$ cat src/rtl/debounce_bank.sv
// Multi-channel push-button/switch debouncer: per-channel 2-flop synchroniser,
// stability counter, debounced level and rise/fall strobes. Optional hold/auto-repeat
// strobe per channel is built only when `DEBOUNCE_HOLD_EN is defined.
module debounce_bank #(
   parameter int                NUM_CH     = 4,
   parameter int                CLK_FREQ   = 50_000_000,
   parameter int                STABLE_MS  = 20,
   parameter logic [NUM_CH-1:0] ACTIVE_LOW = '0,
   parameter int                HOLD_MS    = 1000,
   parameter int                REPEAT_MS  = 250
) (
   input  logic              clk,
   input  logic              reset,
   input  logic [NUM_CH-1:0] btn_i,
   output logic [NUM_CH-1:0] level_o,
   output logic [NUM_CH-1:0] rise_o,
   output logic [NUM_CH-1:0] fall_o,
   output logic              any_o,
   output logic [NUM_CH-1:0] hold_o
);

   localparam int TICKS_PER_MS = CLK_FREQ / 1000;
   localparam int MAX_RAW      = TICKS_PER_MS * STABLE_MS;
   localparam int MAX_CNT      = (MAX_RAW < 1) ? 1 : MAX_RAW;
   localparam int CW           = $clog2(MAX_CNT + 1);
   localparam logic [CW-1:0] CNT_LAST = CW'(MAX_CNT - 1);

`ifdef DEBOUNCE_HOLD_EN
   localparam int HOLD_RAW = TICKS_PER_MS * HOLD_MS;
   localparam int HOLD_CNT = (HOLD_RAW < 1) ? 1 : HOLD_RAW;
   localparam int REP_RAW  = TICKS_PER_MS * REPEAT_MS;
   localparam int REP_CNT  = (REP_RAW < 1) ? 1 : REP_RAW;
   localparam int HW       = $clog2(HOLD_CNT + 1);
   localparam logic [HW-1:0] HOLD_LAST = HW'(HOLD_CNT - 1);
   localparam logic [HW-1:0] HOLD_SAT  = HW'(HOLD_CNT);
   // A repeat period longer than the initial hold collapses to the hold period.
   localparam logic [HW-1:0] HOLD_RELOAD =
      (HOLD_CNT > REP_CNT) ? HW'(HOLD_CNT - REP_CNT) : '0;
`endif

   genvar gi;
   for (gi = 0; gi < NUM_CH; gi++) begin : g_ch
      logic          s0_q, s1_q;
      logic          level_q, level_d;
      logic          rise_q, rise_d;
      logic          fall_q, fall_d;
      logic [CW-1:0] cnt_q, cnt_d;

      // The counter only runs while the synchronised input disagrees with the level.
      always_comb begin
         cnt_d   = '0;
         level_d = level_q;
         rise_d  = 1'b0;
         fall_d  = 1'b0;
         if (s1_q != level_q) begin
            if (cnt_q == CNT_LAST) begin
               level_d = s1_q;
               rise_d  = s1_q;
               fall_d  = ~s1_q;
            end else begin
               cnt_d = cnt_q + CW'(1);
            end
         end
      end

      always_ff @(posedge clk) begin
         if (reset) begin
            s0_q    <= 1'b0;
            s1_q    <= 1'b0;
            level_q <= 1'b0;
            rise_q  <= 1'b0;
            fall_q  <= 1'b0;
            cnt_q   <= '0;
         end else begin
            s0_q    <= btn_i[gi] ^ ACTIVE_LOW[gi];
            s1_q    <= s0_q;
            level_q <= level_d;
            rise_q  <= rise_d;
            fall_q  <= fall_d;
            cnt_q   <= cnt_d;
         end
      end

      assign level_o[gi] = level_q;
      assign rise_o[gi]  = rise_q;
      assign fall_o[gi]  = fall_q;

`ifdef DEBOUNCE_HOLD_EN
      logic [HW-1:0] hc_q, hc_d;
      logic          hold_q, hold_d;

      // A release decided this cycle wins over a hold strobe due in the same cycle.
      always_comb begin
         hc_d   = hc_q;
         hold_d = 1'b0;
         if (!level_q || fall_d) begin
            hc_d = '0;
         end else if (hc_q == HOLD_LAST) begin
            hold_d = 1'b1;
            hc_d   = (REPEAT_MS > 0) ? HOLD_RELOAD : HOLD_SAT;
         end else if (hc_q != HOLD_SAT) begin
            hc_d = hc_q + HW'(1);
         end
      end

      always_ff @(posedge clk) begin
         if (reset) begin
            hc_q   <= '0;
            hold_q <= 1'b0;
         end else begin
            hc_q   <= hc_d;
            hold_q <= hold_d;
         end
      end

      assign hold_o[gi] = hold_q;
`endif
   end

`ifndef DEBOUNCE_HOLD_EN
   // Hold timing has no effect in this build; the term folds to a constant zero.
   localparam bit HOLD_CFG_SEEN = (HOLD_MS >= 0) || (REPEAT_MS >= 0);
   assign hold_o = {NUM_CH{HOLD_CFG_SEEN & 1'b0}};
`endif

   assign any_o = |(rise_o | fall_o);

endmodule
$ cat config.mk
export PLATFORM = sky130hd
export DESIGN_NAME = debounce_bank
export DESIGN_NICKNAME = d
export VERILOG_FILES = /design/src/rtl/debounce_bank.sv
export SDC_FILE = /design/constraint.sdc
export NUM_CORES = 1
export LEC_CHECK = 0
export ABC_CLOCK_PERIOD_IN_PS = 2550
export BUFFER_PORTS_ARGS = -buffer_cell sky130_fd_sc_hd__buf_2
export CORE_UTILIZATION = 60
export CTS_BUF_LIST = sky130_fd_sc_hd__clkbuf_8 sky130_fd_sc_hd__clkbuf_16
export DETAILED_ROUTE_END_ITERATION = 8
export PLACE_DENSITY_LB_ADDON = 0.12
export SETUP_SLACK_MARGIN = 0.02
export SLEW_MARGIN = 25
export SYNTH_ARGS = -nofsm -noshare
export SYNTH_HDL_FRONTEND = slang
export SYNTH_SLANG_ARGS = --single-unit
$ cat constraint.sdc
create_clock -name clk -period 2.55 [get_ports clk]
set_clock_uncertainty 0.2 [all_clocks]
set_input_delay 0.3825 -clock clk [delete_from_list [all_inputs] [get_ports clk]]
set_output_delay 0.3825 -clock clk [all_outputs]
set_load 0.005 [all_outputs]
==> flow_summary.json, run 1 <==
{
  "rsz0062_at_grt": "no",
  "ys_seq_area_share_pct": 45.6,
  "avgSynthCellArea_um2": 8.67,
  "drive_above_1_share_pct": 8.90,
  "critPathMaxFanout": 7,
  "clkTransAtPathRegs_ns": 0.09,
  "dieArea_um2": 7660,
  "cts_tree": "built",
  "grt_usage_pct": 22.7,
  "cts.sinks": 100,
  "ys_ff_latch": 100,
  "layout.nets": 522,
  "synth_top_area_share_pct": 45.6,
  "ys_warn_count": 0,
  "drt-initial-drc-count": 90,
  "h-tree-depth": 3,
  "leakage_nw": 1.48,
  "path_common_cell": "or4_1",
  "area_growth_pct": 6.50,
  "synthFlopType": "dfxtp_1",
  "final-max-slew-violation-count": 0,
  "grt_pass1_vias": 3182,
  "post_cts_resized": 0,
  "most-common-layout-cells": "100 x dfxtp_1, 61 x nor2_1, 31 x nand3_1",
  "numPortBuffers": 18,
  "gp_congestion": 0.817,
  "min_period_over_period_pct": 91.8,
  "fp.coreArea_um2": 6940,
  "synthesis.area_um2": 4390,
  "drv_cap": 0,
  "timing.fmax_mhz": 427,
  "setup.worst_path.start_class": "flip-flop",
  "wl_um": 7780,
  "synth.distinct_cells": 35,
  "fin_setup_tns_ns": 0,
  "cp-end-kind": "flip-flop",
  "power_mw": 2.61,
  "critical_path.max_stage_delay_ns": 0.64,
  "synth_top_cell_by_area": "dfxtp_1",
  "synthArstFlopShare_pct": 0,
  "yosys-top-cells-area": "dfxtp_1 46%, nor2_1 5.2%, xnor2_1 5.2%, xor2_1 4.6%, nand3_1 3.5%",
  "hold_viol": 0,
  "min_path_type": "in2reg",
  "grt_max_degree": 21,
  "post_drt_wl_per_cell_um": 12.7,
  "grt_remaining_overflow": 0,
  "rows": 30,
  "status": "completed",
  "cts_hold_buf": 0,
  "worstPathCellList": "ha_1 > nand3_1 > or4_1 > or4_1 > a21oi_1",
  "synth-edff-count": 0,
  "postCtsSetupRepairBufs": 0,
  "grt_pass1_wl_um": 13600,
  "viasPerCell": 5.60,
  "clockBufferDepth": 2,
  "critPathSlowestCell": "or4_1",
  "initial_core_util_pct": 63.2,
  "fp.dieH_um": 87.5,
  "syn_inst": 506,
  "finalSetupViolations": 0,
  "final_common_cell": "dfxtp_1",
  "worstPathRequired_ns": 2.65,
  "n_antenna_cell": 0,
  "dpl.hpwl_um": 5650,
  "cts_root_buffer": "clkbuf_8",
  "drc": 0,
  "power_density_nw_per_um2": 558,
  "arrival_ns": 2.44,
  "path_class": "reg2reg",
  "clock_latency_ns": 0.36,
  "fin_crit_ns": 2.34,
  "dr.pass1.iters": 5,
  "ios": 23,
  "numCtsBuffers": 9,
  "num-fill-cells": 594,
  "vias": 3434,
  "ant_nets": 0,
  "antenna_found_initial": 0,
  "ir_drop_uv": 440,
  "die_w_um": 87.5
}
==> synthesized netlist by cell type (all sizes together), types with 17 or more instances <==
| cell | count |
|---|---|
| a21oi | 30 |
| nand2 | 30 |
| xnor2 | 26 |
| dfxtp | 100 |
| or3 | 18 |
| nand4 | 19 |
| and3 | 17 |
| buf | 19 |
| nor2 | 61 |
| xor2 | 23 |
| o21ai | 24 |
| nand3 | 32 |
==> registers in the layout, indices dropped and copies added (netlist names) <==
name          cells
g_ch.cnt_q       80
g_ch.fall_q       4
g_ch.level_q      4
g_ch.rise_q       4
g_ch.s0_q         4
g_ch.s1_q         4
==> report_power, final <==
part	total, mW	internal [mW]	leakage (nW)	switching, mW
Combinational	0.0339	0.0127	0.577	0.0212
Sequential	1.57	1.57	0.807	0.00539
Clock	1.00	0.459	0.100	0.542
==> layout make-up <==
type                            count  area, um^2  area share [%]
Multi-Input combinational cell    365        2170            46.4
Timing Repair Buffer               25         143            3.05
Tap cell                           96         120            2.57
Clock inverter                      7        73.8            1.58
Inverter                           11        41.3           0.883
Sequential cell                   100        2000            42.8
Clock buffer                        9         124            2.65
==> worst max-delay path: cells and delay by family, from the launching register on <==
kind | cells | cell delay (ns)
simple gates | 3 | 1.29
flops | 1 | 0.41
fa+ha+maj | 1 | 0.24
compound gates | 1 | 0.15
==> metrics by stage <==
step / cell area [um^2] / hold slack (ns) / util, % / setup WS (ns) / cells
2_1_floorplan: 4400 / 0.213 / - / 0.375 / 509
3_3_place_gp: 4480 / 0.219 / 64.5 / 0.306 / 597
3_5_place_dp: 4480 / 0.240 / 64.5 / 0.243 / 597
4_1_cts: 4670 / 0.0165 / 67.3 / 0.226 / 613
5_1_grt: 4670 / 0.0141 / 67.3 / 0.0624 / 613
6_report: 4670 / 0.0281 / 67.3 / 0.209 / 613
==> worst paths after layout <==
path	from	endpoint	slack, ns	cells past startpoint
min	btn_i[1]	g_ch[1].s0_q$_SDFF_PP0_	0.03	2
min reg2reg	g_ch[0].s0_q$_SDFF_PP0_	g_ch[0].s1_q$_SDFF_PP0_	0.25	1
max	g_ch[0].cnt_q[0]$_SDFF_PP0_	g_ch[0].cnt_q[18]$_SDFF_PP0_	0.21	5
max reg2reg	g_ch[0].cnt_q[0]$_SDFF_PP0_	g_ch[0].cnt_q[18]$_SDFF_PP0_	0.21	5
==> routing by layer <==
metal	part of all wire [%]	track usage, %
met1	47	27.1
met5	0	0
met4	1.7	7.75
met3	2.6	5.84
met2	48	39.8
==> cell families (layout without fill, tap and decap cells) <==
group	Yosys count	after routing	synth area share (%)
compound gates	66	66	8.35
xor+xnor	49	49	9.78
fa+ha+maj	4	4	1.14
buf+inv	44	52	5.19
flops	100	100	45.6
other cells	1	4	0.0854
simple gates	242	242	29.8
No activity file was read; power rests on OpenSTA's default activity.
==> run 2, diff against run 1 <==
Settings changed: PLACE_DENSITY set to 0.8, PLACE_DENSITY_LB_ADDON 0.12 to unset.
==> run 2 against run 1 <==
  * Die area stayed put
  * Sequential power about the same
  * Clock power down 6%
  * Largest power group unchanged
  * Highest routed layer unchanged
==> flow_summary.json, run 2 (synthesis gave the netlist of run 1 again) <==
{
  "status": "completed",
  "clockBufferDepth": 2,
  "drc": 0,
  "p_sw_mw": 0.554,
  "r2r_start": "g_ch[0].cnt_q[0]$_SDFF_PP0_",
  "cts_tree": "built",
  "rsz0062_at_grt": "no",
  "final-max-slew-violation-count": 0,
  "final_util_pct": 67.0,
  "n_antenna_cell": 0,
  "seq_area_um2": 2000,
  "final_common_cell": "dfxtp_1",
  "hold_viol": 0,
  "h-tree-depth": 3,
  "cts_hold_buf": 0,
  "whs_ns": 0.0297,
  "rrSetupSlack_ns": 0.22,
  "postCtsSetupRepairBufs": 0,
  "drt-initial-drc-count": 123,
  "cp-end-kind": "flip-flop",
  "ant_nets": 0,
  "clkTransAtPathRegs_ns": 0.09,
  "dr.pass1.iters": 4,
  "clock_latency_ns": 0.36,
  "ios": 23,
  "layout.nets": 521,
  "initial_core_util_pct": 63.2,
  "numPortBuffers": 18,
  "min_path_type": "in2reg",
  "timing.slew.headroom_pct": 65.7,
  "arrival_ns": 2.43,
  "grt_remaining_overflow": 0,
  "num-fill-cells": 599,
  "seqPwrFrac_pct": 61.8,
  "leakage_nw": 1.48,
  "reg2reg_to": "g_ch[0].cnt_q[18]$_SDFF_PP0_",
  "pwr-share-clk_pct": 36.8,
  "die_w_um": 87.5,
  "worstPathRequired_ns": 2.65,
  "grt_max_degree": 21,
  "cts_root_buffer": "clkbuf_8",
  "post_cts_resized": 0,
  "fin_setup_tns_ns": 0,
  "wl_um": 8000,
  "viasPerCell": 5.70,
  "power_mw": 2.54,
  "most-common-layout-cells": "100 x dfxtp_1, 61 x nor2_1, 31 x nand3_1",
  "dpl.hpwl_um": 5610,
  "path_class": "reg2reg",
  "fp.dieH_um": 87.5,
  "grt_pass1_vias": 3175,
  "min_period_over_period_pct": 91.3,
  "combPwrFrac_pct": 1.3,
  "area_growth_pct": 6.07,
  "cts.sinks": 100,
  "grt_usage_pct": 22.6,
  "worst_pin_slew_ns": 0.510,
  "drive_above_1_share_pct": 8.72,
  "fp.coreArea_um2": 6940,
  "setup.worst_path.start_class": "flip-flop",
  "ir_drop_uv": 341,
  "numCtsBuffers": 9,
  "rows": 30,
  "sw_frac_of_total_pct": 21.8,
  "pre_cts_ws_ns": 0.241,
  "ff2ff_path_depth": 5,
  "gp_congestion": 0.841,
  "post_drt_wl_per_cell_um": 13.1,
  "setup_slack_ns": 0.222,
  "fin_crit_ns": 2.33,
  "vias": 3490,
  "grt_pass1_wl_um": 13600,
  "critPathLaunch": "g_ch[0].cnt_q[0]$_SDFF_PP0_",
  "critPathCapture": "g_ch[0].cnt_q[18]$_SDFF_PP0_",
  "regMostFlops": "g_ch.cnt_q",
  "power_density_nw_per_um2": 546,
  "critPathMaxFanout": 7,
  "antenna_found_initial": 0,
  "dieArea_um2": 7660,
  "drv_cap": 0,
  "power.internal_mw": 1.99,
  "finalSetupViolations": 0,
  "multiInputGateArea_um2": 2170,
  "largest_register_ffs": 80,
  "timing.fmax_mhz": 430
}
-- run 2: cell types whose count changed in the layout (fill, tap and decap cells not counted) --
cell	change
buf_4	-1
bufinv_16	-1
clkbuf_8	+2
inv_6	-1
-- run 2: power groups by stage --
stage	clock [mW]	combinational, mW	sequential (mW)
6_report	0.937	0.0338	1.57
5_1_grt	1.04	0.0383	1.58
4_1_cts	0.968	0.0337	1.57
3_5_place_dp	0	0.0336	1.61
3_3_place_gp	0	0.0330	1.61
2_1_floorplan	0	0.0272	1.61
-- run 2: how the worst min path moves through the flow --
stage	endpoint	slack, ns	startpoint	depth (start not counted)
after floorplan	g_ch[1].cnt_q[0]$_SDFF_PP0_	0.21	g_ch[1].cnt_q[0]$_SDFF_PP0_	1
after global placement	g_ch[1].cnt_q[0]$_SDFF_PP0_	0.22	g_ch[1].cnt_q[0]$_SDFF_PP0_	1
after detailed placement	g_ch[2].s1_q$_SDFF_PP0_	0.23	g_ch[2].s0_q$_SDFF_PP0_	1
after CTS	g_ch[3].s0_q$_SDFF_PP0_	0.01	btn_i[3]	2
after global routing	g_ch[3].s0_q$_SDFF_PP0_	0.03	btn_i[3]	2
final	g_ch[3].s0_q$_SDFF_PP0_	0.03	btn_i[3]	2
-- run 2: critical path, cell delays in order, from the launching register on --
cell and delay (ns):
dfxtp_1 0.40, ha_1 0.24, nand3_1 0.14, or4_1 0.65, or4_1 0.51, a21oi_1 0.14
-- run 2: routing by layer --
layer / up-vias / routed length [um] / part of all wire, % / track usage, %
met2: 69 / 3870 / 48 / 39.1
met3: 11 / 288 / 3.6 / 6.50
met5: - / 0 / 0 / 0
li1: 1791 / - / - / -
met1: 1619 / 3720 / 47 / 27.4
met4: 0 / 112 / 1.4 / 6.41
-- run 2: area by class of cell --
class | count | area share, %
Sequential cell | 100 | 43.0
Multi-Input combinational cell | 365 | 46.6
Clock buffer | 11 | 3.25
Timing Repair Buffer | 24 | 2.90
Inverter | 11 | 0.887
Tap cell | 96 | 2.58
Clock inverter | 5 | 0.752
-- run 2: stage by stage --
stage	instances	cell area, um^2
2_1_floorplan	509	4400
6_report	612	4660
5_1_grt	612	4660
3_5_place_dp	596	4470
4_1_cts	612	4660
3_3_place_gp	596	4470
==> run 3, diff against run 2 <==
Settings changed: CELL_PAD_IN_SITES_DETAIL_PLACEMENT set to 0, CELL_PAD_IN_SITES_GLOBAL_PLACEMENT set to 1, CORE_UTILIZATION 60 to 46.
==> run 3 against run 2 <==
  * Sequential share of layout area fell by 0.67 points
  * Sequential cell count is the same
  * Global-route usage decreased by 4.6 points
  * Design area grew 1.6%
  * Clock-buffer cell count decreased by 2
  * Largest cell class unchanged
  * Largest power group unchanged
  * Highest routed layer unchanged
==> flow_summary.json, run 3 (synthesis gave the netlist of run 1 again) <==
{
  "wl_um": 8210,
  "grt_max_degree": 21,
  "min_path_type": "in2reg",
  "rrSetupSlack_ns": 0.19,
  "cts_tree": "built",
  "largest_register_ffs": 80,
  "ir_drop_uv": 264,
  "gp_congestion": 0.779,
  "area_growth_pct": 7.75,
  "final_util_pct": 51.2,
  "cts_root_buffer": "clkbuf_8",
  "reg2reg_to": "g_ch[0].cnt_q[18]$_SDFF_PP0_",
  "post_drt_wl_per_cell_um": 12.7,
  "path_class": "reg2reg",
  "final_common_cell": "dfxtp_1",
  "drc": 0,
  "power_density_nw_per_um2": 545,
  "arrival_ns": 2.46,
  "worst_pin_slew_ns": 0.527,
  "place_area_um2": 4510,
  "viasPerCell": 5.26,
  "worstPathCellList": "ha_1 > nand3_1 > or4_1 > or4_1 > a21oi_1",
  "path_common_cell": "or4_1",
  "numPortBuffers": 18,
  "clockBufferDepth": 2,
  "ant_nets": 0,
  "critPathBufInv": 0,
  "critical_path.max_stage_delay_ns": 0.65,
  "timing.slew.headroom_pct": 64.6,
  "numCtsBuffers": 9,
  "status": "completed",
  "clkTransAtPathRegs_ns": 0.11,
  "clock_latency_ns": 0.37,
  "postCtsSetupRepairBufs": 0,
  "ios": 23,
  "timing.fmax_mhz": 424,
  "fp.coreArea_um2": 9240,
  "hold_viol": 0,
  "final_area_um2": 4730,
  "post_cts_resized": 0,
  "fin_crit_ns": 2.36,
  "dr.pass1.iters": 4,
  "grt_pass1_wl_um": 14100,
  "drv_cap": 0,
  "critPathSlowestCell": "or4_1",
  "die_w_um": 99.7,
  "min_period_over_period_pct": 92.5,
  "cts.sinks": 100,
  "worstPathRequired_ns": 2.65,
  "r2r_start": "g_ch[0].cnt_q[0]$_SDFF_PP0_",
  "holdPathEnd": "g_ch[2].s0_q$_SDFF_PP0_",
  "grt_usage_pct": 18.0,
  "hold_depth": 2,
  "setup.worst_path.start_class": "flip-flop",
  "critPathMaxFanout": 7,
  "cts_hold_buf": 3,
  "grt_pass1_vias": 3113,
  "crit_family": "simple AND/OR/NAND/NOR gates",
  "ff2ff_path_depth": 5,
  "dieArea_um2": 9940,
  "dpl.hpwl_um": 5770,
  "fin_setup_tns_ns": 0,
  "whs_ns": 0.0902,
  "rows": 35,
  "layout.nets": 524,
  "regMostFlops": "g_ch.cnt_q",
  "vias": 3408,
  "drive_above_1_share_pct": 8.67,
  "h-tree-depth": 3,
  "n_antenna_cell": 0,
  "hold_path_startpoint": "btn_i[2]",
  "antenna_found_initial": 0,
  "fp.dieH_um": 99.7,
  "grt_remaining_overflow": 0,
  "most-common-layout-cells": "100 x dfxtp_1, 61 x nor2_1, 31 x nand3_1",
  "leakage_nw": 1.48,
  "initial_core_util_pct": 47.5,
  "drt-initial-drc-count": 74,
  "cp-end-kind": "flip-flop",
  "final-max-slew-violation-count": 0,
  "finalSetupViolations": 0,
  "rsz0062_at_grt": "no"
}
==> run 3: cell types whose count changed in the layout (fill, tap and decap cells not counted), sizes merged <==
cell,delta
dlygate4sd3,+3
inv,+3
clkbuf,-2
clkinv,-1
==> run 3: worst max-delay path by stage <==
stage,from,endpoint,cells past startpoint
floorplan,g_ch[0].cnt_q[0]$_SDFF_PP0_,g_ch[0].cnt_q[18]$_SDFF_PP0_,6
finish,g_ch[0].cnt_q[0]$_SDFF_PP0_,g_ch[0].cnt_q[18]$_SDFF_PP0_,5
global route,g_ch[2].cnt_q[0]$_SDFF_PP0_,g_ch[2].cnt_q[8]$_SDFF_PP0_,6
global placement,g_ch[0].cnt_q[0]$_SDFF_PP0_,g_ch[0].cnt_q[18]$_SDFF_PP0_,5
CTS,g_ch[0].cnt_q[0]$_SDFF_PP0_,g_ch[0].cnt_q[18]$_SDFF_PP0_,5
detailed placement,g_ch[0].cnt_q[0]$_SDFF_PP0_,g_ch[0].cnt_q[18]$_SDFF_PP0_,5
==> run 3: layout make-up <==
class                   instances  area (um^2)
inverters                      11         41.3
well taps                     129          161
repair buffers                 27          165
fillers                       868         4510
clock buffers                   9          124
flip-flops and latches        100         2000
multi-input cells             365         2170
clock inverters                 7         65.1
==> run 3: metrics by stage <==
stage | cells | power (mW) | worst slack, ns
4_1_cts | 648 | 2.64 | 0.161
2_1_floorplan | 509 | 1.64 | 0.375
3_3_place_gp | 629 | 1.64 | 0.286
6_report | 648 | 2.58 | 0.191
5_1_grt | 648 | 2.70 | 0.0509
3_5_place_dp | 629 | 1.64 | 0.209
==> run 3: power breakdown <==
group	internal [mW]	total [mW]	switching [mW]
Clock	0.379	0.967	0.589
Sequential	1.57	1.57	0.00520
Combinational	0.0156	0.0379	0.0223
==> run 3: metal layers <==
layer | wire length, um | GRT usage (%) | up-vias
met5 | 0 | 0 | -
met3 | 235 | 5.27 | 12
met2 | 3770 | 29.3 | 35
met4 | 119 | 6.45 | 0
met1 | 4080 | 22.5 | 1571
li1 | - | - | 1790
